==> src/rtl/spi_lcd_rx.sv <==
// SPI mode-0 slave receiver for the 4-wire LCD link (CSX, DCX, SCK, SDI).
// Bytes are captured MSB first, tagged with their DCX level and queued in a
// small FIFO. The CPU sees one 16-bit status/data word and controls the
// receiver through the load/in IO slot.
//
// CPU handshake: 'load' is a single-cycle write strobe with no back-pressure.
// Every cycle with load = 1 is one accepted write. in[0] pops the FIFO head
// (ignored when empty) and in[1] clears the sticky error flags. A pop shows
// up in 'out' on the following clk.
module spi_lcd_rx #(
   parameter int DEPTH       = 4,
   parameter int SYNC_STAGES = 2
) (
   input  logic        clk,
   input  logic        reset,
   input  logic        load,
   input  logic [15:0] in,
   output logic [15:0] out,
   input  logic        CSX,
   input  logic        DCX,
   input  logic        SCK,
   input  logic        SDI
);

   localparam int PW = (DEPTH > 1) ? $clog2(DEPTH) : 1;

   localparam logic [0:0] IDLE  = 1'b0;
   localparam logic [0:0] SHIFT = 1'b1;

   // Synchronizer chains: new samples enter at bit 0, the synced value is the MSB.
   logic [SYNC_STAGES-1:0] csx_sync;
   logic [SYNC_STAGES-1:0] sck_sync;
   logic [SYNC_STAGES-1:0] sdi_sync;
   logic [SYNC_STAGES-1:0] dcx_sync;
   logic                   sck_prev;
   logic                   dcx_dly;

   logic csx_s;
   logic sck_s;
   logic sdi_s;
   logic sck_rise;

   // Receiver FSM state; kept as a named signal so it can be probed directly.
   logic [0:0] state;
   logic [0:0] state_n;
   logic [2:0] bitcnt;
   logic [2:0] bitcnt_n;
   logic [7:0] shift;
   logic [7:0] shift_n;

   logic       push_req;
   logic       ferr_set;
   logic [8:0] push_data;

   // FIFO storage and bookkeeping.
   logic [8:0]    mem [DEPTH];
   logic [PW-1:0] wr_ptr;
   logic [PW-1:0] rd_ptr;
   logic [3:0]    level;
   logic          empty;
   logic          full;
   logic          pop;
   logic          push_ok;
   logic          ovf_set;
   logic          flag_clr;

   logic overflow;
   logic frame_err;

   // Only in[1:0] carry meaning; the rest is deliberately ignored.
   logic unused_in;
   assign unused_in = ^in[15:2];

   function automatic logic [PW-1:0] ptr_next(input logic [PW-1:0] p);
      if (p == PW'(DEPTH - 1)) begin
         return '0;
      end
      return p + PW'(1);
   endfunction

   // Bring the asynchronous SPI pins into the clk domain.
   always_ff @(posedge clk or posedge reset) begin
      if (reset) begin
         csx_sync <= '1;
         sck_sync <= '0;
         sdi_sync <= '0;
         dcx_sync <= '0;
         sck_prev <= 1'b0;
         dcx_dly  <= 1'b0;
      end else begin
         csx_sync <= {csx_sync[SYNC_STAGES-2:0], CSX};
         sck_sync <= {sck_sync[SYNC_STAGES-2:0], SCK};
         sdi_sync <= {sdi_sync[SYNC_STAGES-2:0], SDI};
         dcx_sync <= {dcx_sync[SYNC_STAGES-2:0], DCX};
         sck_prev <= sck_sync[SYNC_STAGES-1];
         dcx_dly  <= dcx_sync[SYNC_STAGES-1];
      end
   end

   assign csx_s    = csx_sync[SYNC_STAGES-1];
   assign sck_s    = sck_sync[SYNC_STAGES-1];
   assign sdi_s    = sdi_sync[SYNC_STAGES-1];
   assign sck_rise = sck_s & ~sck_prev;

   // The completed byte includes the bit arriving on this edge.
   assign push_data = {dcx_dly, shift[6:0], sdi_s};

   // Next-state logic: bit capture, byte completion and CSX framing.
   always_comb begin
      state_n  = state;
      bitcnt_n = bitcnt;
      shift_n  = shift;
      push_req = 1'b0;
      ferr_set = 1'b0;
      case (state)
         IDLE: begin
            if (!csx_s) begin
               state_n  = SHIFT;
               bitcnt_n = 3'd0;
            end
         end
         SHIFT: begin
            if (sck_rise) begin
               shift_n  = {shift[6:0], sdi_s};
               bitcnt_n = bitcnt + 3'd1;
               if (bitcnt == 3'd7) begin
                  push_req = 1'b1;
                  bitcnt_n = 3'd0;
               end
            end
            // A byte finishing on the same clk as CSX rising is still whole.
            if (csx_s) begin
               state_n = IDLE;
               if (bitcnt_n != 3'd0) begin
                  ferr_set = 1'b1;
               end
               bitcnt_n = 3'd0;
            end
         end
         default: begin
            state_n  = IDLE;
            bitcnt_n = 3'd0;
         end
      endcase
   end

   // FSM and shift register state.
   always_ff @(posedge clk or posedge reset) begin
      if (reset) begin
         state  <= IDLE;
         bitcnt <= 3'd0;
         shift  <= 8'd0;
      end else begin
         state  <= state_n;
         bitcnt <= bitcnt_n;
         shift  <= shift_n;
      end
   end

   assign empty    = (level == 4'd0);
   assign full     = (level == 4'(DEPTH));
   assign pop      = load & in[0] & ~empty;
   assign flag_clr = load & in[1];
   // A pop on the same clk frees the slot, so a full FIFO still accepts.
   assign push_ok  = push_req & (~full | pop);
   assign ovf_set  = push_req & full & ~pop;

   // Circular FIFO with wrap-around pointers.
   always_ff @(posedge clk or posedge reset) begin
      if (reset) begin
         wr_ptr <= '0;
         rd_ptr <= '0;
         level  <= 4'd0;
         for (int i = 0; i < DEPTH; i++) begin
            mem[i] <= 9'd0;
         end
      end else begin
         if (push_ok) begin
            mem[wr_ptr] <= push_data;
            wr_ptr      <= ptr_next(wr_ptr);
         end
         if (pop) begin
            rd_ptr <= ptr_next(rd_ptr);
         end
         if (push_ok && !pop) begin
            level <= level + 4'd1;
         end else if (pop && !push_ok) begin
            level <= level - 4'd1;
         end
      end
   end

   // Sticky error flags; a new error beats a simultaneous clear.
   always_ff @(posedge clk or posedge reset) begin
      if (reset) begin
         overflow  <= 1'b0;
         frame_err <= 1'b0;
      end else begin
         if (ovf_set) begin
            overflow <= 1'b1;
         end else if (flag_clr) begin
            overflow <= 1'b0;
         end
         if (ferr_set) begin
            frame_err <= 1'b1;
         end else if (flag_clr) begin
            frame_err <= 1'b0;
         end
      end
   end

   assign out = {~empty, overflow, frame_err, level, (empty ? 9'd0 : mem[rd_ptr])};

endmodule

==> config.mk <==
export PLATFORM = sky130hd
export DESIGN_NAME = spi_lcd_rx
export DESIGN_NICKNAME = d
export VERILOG_FILES = /design/src/rtl/spi_lcd_rx.sv
export SDC_FILE = /design/constraint.sdc
export NUM_CORES = 1
export LEC_CHECK = 0
export BUFFER_PORTS_ARGS = -buffer_cell sky130_fd_sc_hd__buf_2
export CAP_MARGIN = 10
export CORE_AREA = 2 2 85 79
export DETAILED_ROUTE_END_ITERATION = 10
export DIE_AREA = 0 0 87 81
export GPL_TIMING_DRIVEN = 0
export PLACE_DENSITY = 0.73
export SKIP_LAST_GASP = 1
export SLEW_MARGIN = 40
export SYNTH_ARGS = -nofsm -noshare
export SYNTH_HDL_FRONTEND = slang
export SYNTH_SLANG_ARGS = --single-unit
==> constraint.sdc <==
create_clock -name clk -period 2.6 [get_ports clk]
set_input_delay 0.26 -clock clk [delete_from_list [all_inputs] [get_ports clk]]
set_output_delay 0.26 -clock clk [all_outputs]
set_load 0.05 [all_outputs]
==> results.json <==
{
  "result_of_the_run": "finished, final reports clean",
  "worst_hold_path.endpoint": "dcx_sync[0]",
  "die-width_um": 87,
  "clk_transition_reported_paths_ns": 0.07,
  "synthCells": 216,
  "final_layout_size_suffix_gt1_frac": 0.468,
  "clockRootBuffer": "sky130_fd_sc_hd__clkbuf_8",
  "gr_ovfl_total": 0,
  "layout.core_utilization": 0.581,
  "dieArea_um2": 7050,
  "synthToLayoutAreaGrowth_pct": 17.3,
  "syn_area_um2": 3110,
  "grt_use_total": 0.163,
  "start_util": 0.495,
  "ys_ff_latch": 67,
  "skew_ns": 0.00960,
  "placement.io_buffers": 24,
  "maxCapViolations": 0,
  "grt_antenna_before_repair": 0,
  "post_drt_via_cell_ratio": 5.42,
  "placementRows": 28,
  "netlist-cell-type-count": 38,
  "die_h_um": 81,
  "setup.worst_path.class": "reg -> reg",
  "rsz0062_at_grt": "false",
  "grt_pass1_vias": 1771,
  "drt-wirelength-per-cell_um": 15.4,
  "hold_path.startpoint": "DCX",
  "cts_tree": "built",
  "num-nets-final": 292,
  "yosys_warnings": 0,
  "leakage_nw": 1.77,
  "timing.critical_path.fanout_max": 6,
  "gp_routability_congestion": 0.778,
  "timing.slew.headroom": 0.594,
  "num_io_pins": 39,
  "detail-route-antenna-nets": 0,
  "totalWireLength_um": 5210,
  "global_route_wire_length_before_repair_um": 8520,
  "vias": 1832,
  "dp.final_hpwl_um": 3450,
  "slew_violations": 0,
  "yosysSeqAreaShare": 0.540,
  "clkLatencyLatePin_ns": 0.34,
  "final_number_of_setup_violating_endpoints": 0,
  "number_of_detailed_route_iterations_in_the_first_pass": 4,
  "min_path_type": "in -> reg",
  "worstPathArrival_ns": 2.65,
  "synthFlopType": "sky130_fd_sc_hd__dfrtp_1",
  "coreArea_um2": 6270,
  "power_per_cell_area_nw_per_um2": 790,
  "finalCriticalPeriod_ns": 2.44,
  "cts.sinks": 67,
  "syn_nets": 250,
  "period_share": 0.938,
  "whs_path_depth": 1,
  "whs_ns": 0.0233,
  "r2r.worst_path.cells": 10,
  "setup.worst_path.end_class": "register",
  "r2r-end": "level[3]",
  "number_of_buffers_created_by_cts": 9,
  "insertedDiodeCount": 0,
  "grt_start_max_net_pins": 45,
  "rrSetupSlack_ns": 0.16,
  "max-clock-path-buffers": 2,
  "timing_hold_violations_final": 0,
  "edff_count_synth": 0,
  "timing_worst_slew_pin_value_ns": 0.609,
  "htree_depth": 3,
  "first_drt_iteration_drcs": 51,
  "timing.rr.start": "level[3]",
  "synthArstFlopShare": 1.00,
  "irDropWorstVdd_mv": 0.308,
  "drc": 0,
  "mapped_avg_cell_area_um2": 14.4,
  "clock.fmax_mhz": 410,
  "cp-start-kind": "register",
  "worstPathRequired_ns": 2.81
}
## cells in the final DEF (no fill, tap or decap), types with 7 or more instances in the layout
master	count
sky130_fd_sc_hd__inv_1	8
sky130_fd_sc_hd__nand2_1	7
sky130_fd_sc_hd__buf_4	7
sky130_fd_sc_hd__clkbuf_8	10
sky130_fd_sc_hd__dfrtp_1	61
sky130_fd_sc_hd__mux4_2	9
sky130_fd_sc_hd__ha_1	7
sky130_fd_sc_hd__mux2_2	45
sky130_fd_sc_hd__nor2b_1	10
sky130_fd_sc_hd__buf_2	26
## worst max-delay path by stage
stage / end / start / slack, ns
final: level[3] / level[3] / 0.16
after global routing: level[3] / bitcnt[0] / 0.03
after CTS: level[3] / bitcnt[0] / 0.009
after detailed placement: level[3] / bitcnt[0] / -0.14
after global placement: level[1] / reset / -0.32
after floorplan: level[3] / bitcnt[0] / 0.04
## kinds of logic after synthesis
logic type	Yosys count	synth area share
DFF	67	0.540
muxes	59	0.246
and+or+nand+nor	38	0.0701
buffers and inverters	20	0.0302
AOI/OAI and AO/OA	19	0.0612
adders and majority gates	11	0.0467
xor gates and xnor gates	2	0.00564
## worst max-delay path, stage by stage, from the launching register on
cell	delay (ns)
sky130_fd_sc_hd__dfrtp_2	0.44
sky130_fd_sc_hd__or3_1	0.39
sky130_fd_sc_hd__buf_6	0.17
sky130_fd_sc_hd__o21ai_4	0.19
sky130_fd_sc_hd__inv_2	0.06
sky130_fd_sc_hd__ha_4	0.18
sky130_fd_sc_hd__inv_4	0.08
sky130_fd_sc_hd__ha_4	0.21
sky130_fd_sc_hd__or4_1	0.39
sky130_fd_sc_hd__nand3_1	0.09
sky130_fd_sc_hd__o221ai_1	0.11
## layout make-up
class	count	area, um^2
fill	518	2630
inverter	11	46.3
timing repair buffer	32	198
sequential	67	1680
clock inverter	5	52.6
buffer	8	55.1
clock buffer	11	141
tap	75	93.8
multi-input combinational	129	1370
## timing repair
action                                  in CTS  in global routing
gates resized for setup                      2                  5
cloned                                       0                  0
endpoints found under the hold margin       22                  0
hold buffers                                 2                  0
pin swaps                                    0                  0
buffers inserted                             2                  3
endpoints found under the setup margin       1                  1
## layer usage
layer / GRT usage / part of all wire / up-vias
met5: 0 / 0 / -
met4: 0.0703 / 0.020 / 0
met3: 0.0467 / 0.029 / 10
met2: 0.250 / 0.48 / 25
met1: 0.218 / 0.47 / 935
li1: - / - / 862
## Yosys cell counts, drive strengths merged (2+ instances only)
master | instances | area (um^2)
mux2i | 2 | 20.0
mux4 | 9 | 203
clkbuf | 3 | 11.3
dfrtp | 65 | 1630
xnor2 | 2 | 17.5
a21oi | 2 | 10.0
or3 | 4 | 25.0
nor2 | 5 | 18.8
ha | 10 | 125
nor2b | 10 | 62.6
nand3b | 2 | 15.0
inv | 11 | 41.3
mux2 | 48 | 541
o22ai | 2 | 12.5
nand2b | 4 | 25.0
o211ai | 4 | 85.1
o21ai | 3 | 15.0
dfstp | 2 | 52.6
buf | 6 | 41.3
nor4 | 2 | 12.5
nand2 | 7 | 26.3
## registers in the layout, summed over array words and instances, names as in the netlist
name and cells:
bitcnt 3, sck_prev 1, csx_sync 2, rd_ptr 2
overflow 1, mem 36, level 4, sck_sync 2
wr_ptr 2, dcx_dly 1, frame_err 1, sdi_sync 2
dcx_sync 2, shift 7, state 1
## per-stage QoR
step	cells	TNS, ns	worst slack, ns	total power, mW	cell area (um^2)
2_1_floorplan	216	0	0.0373	1.85	3120
3_3_place_gp	315	-8.13	-0.319	2.01	3330
3_5_place_dp	316	-0.145	-0.145	2.03	3360
4_1_cts	335	0	0.00895	2.91	3600
5_1_grt	338	0	0.0324	3.04	3640
6_report	338	0	0.161	2.88	3640
## power breakdown
group / internal (mW) / total (mW) / switching (mW)
Sequential: 1.15 / 1.29 / 0.136
Clock: 0.464 / 0.844 / 0.381
Combinational: 0.298 / 0.741 / 0.444
Total: 1.92 / 2.88 / 0.961
(Power assumes the default switching activity.)
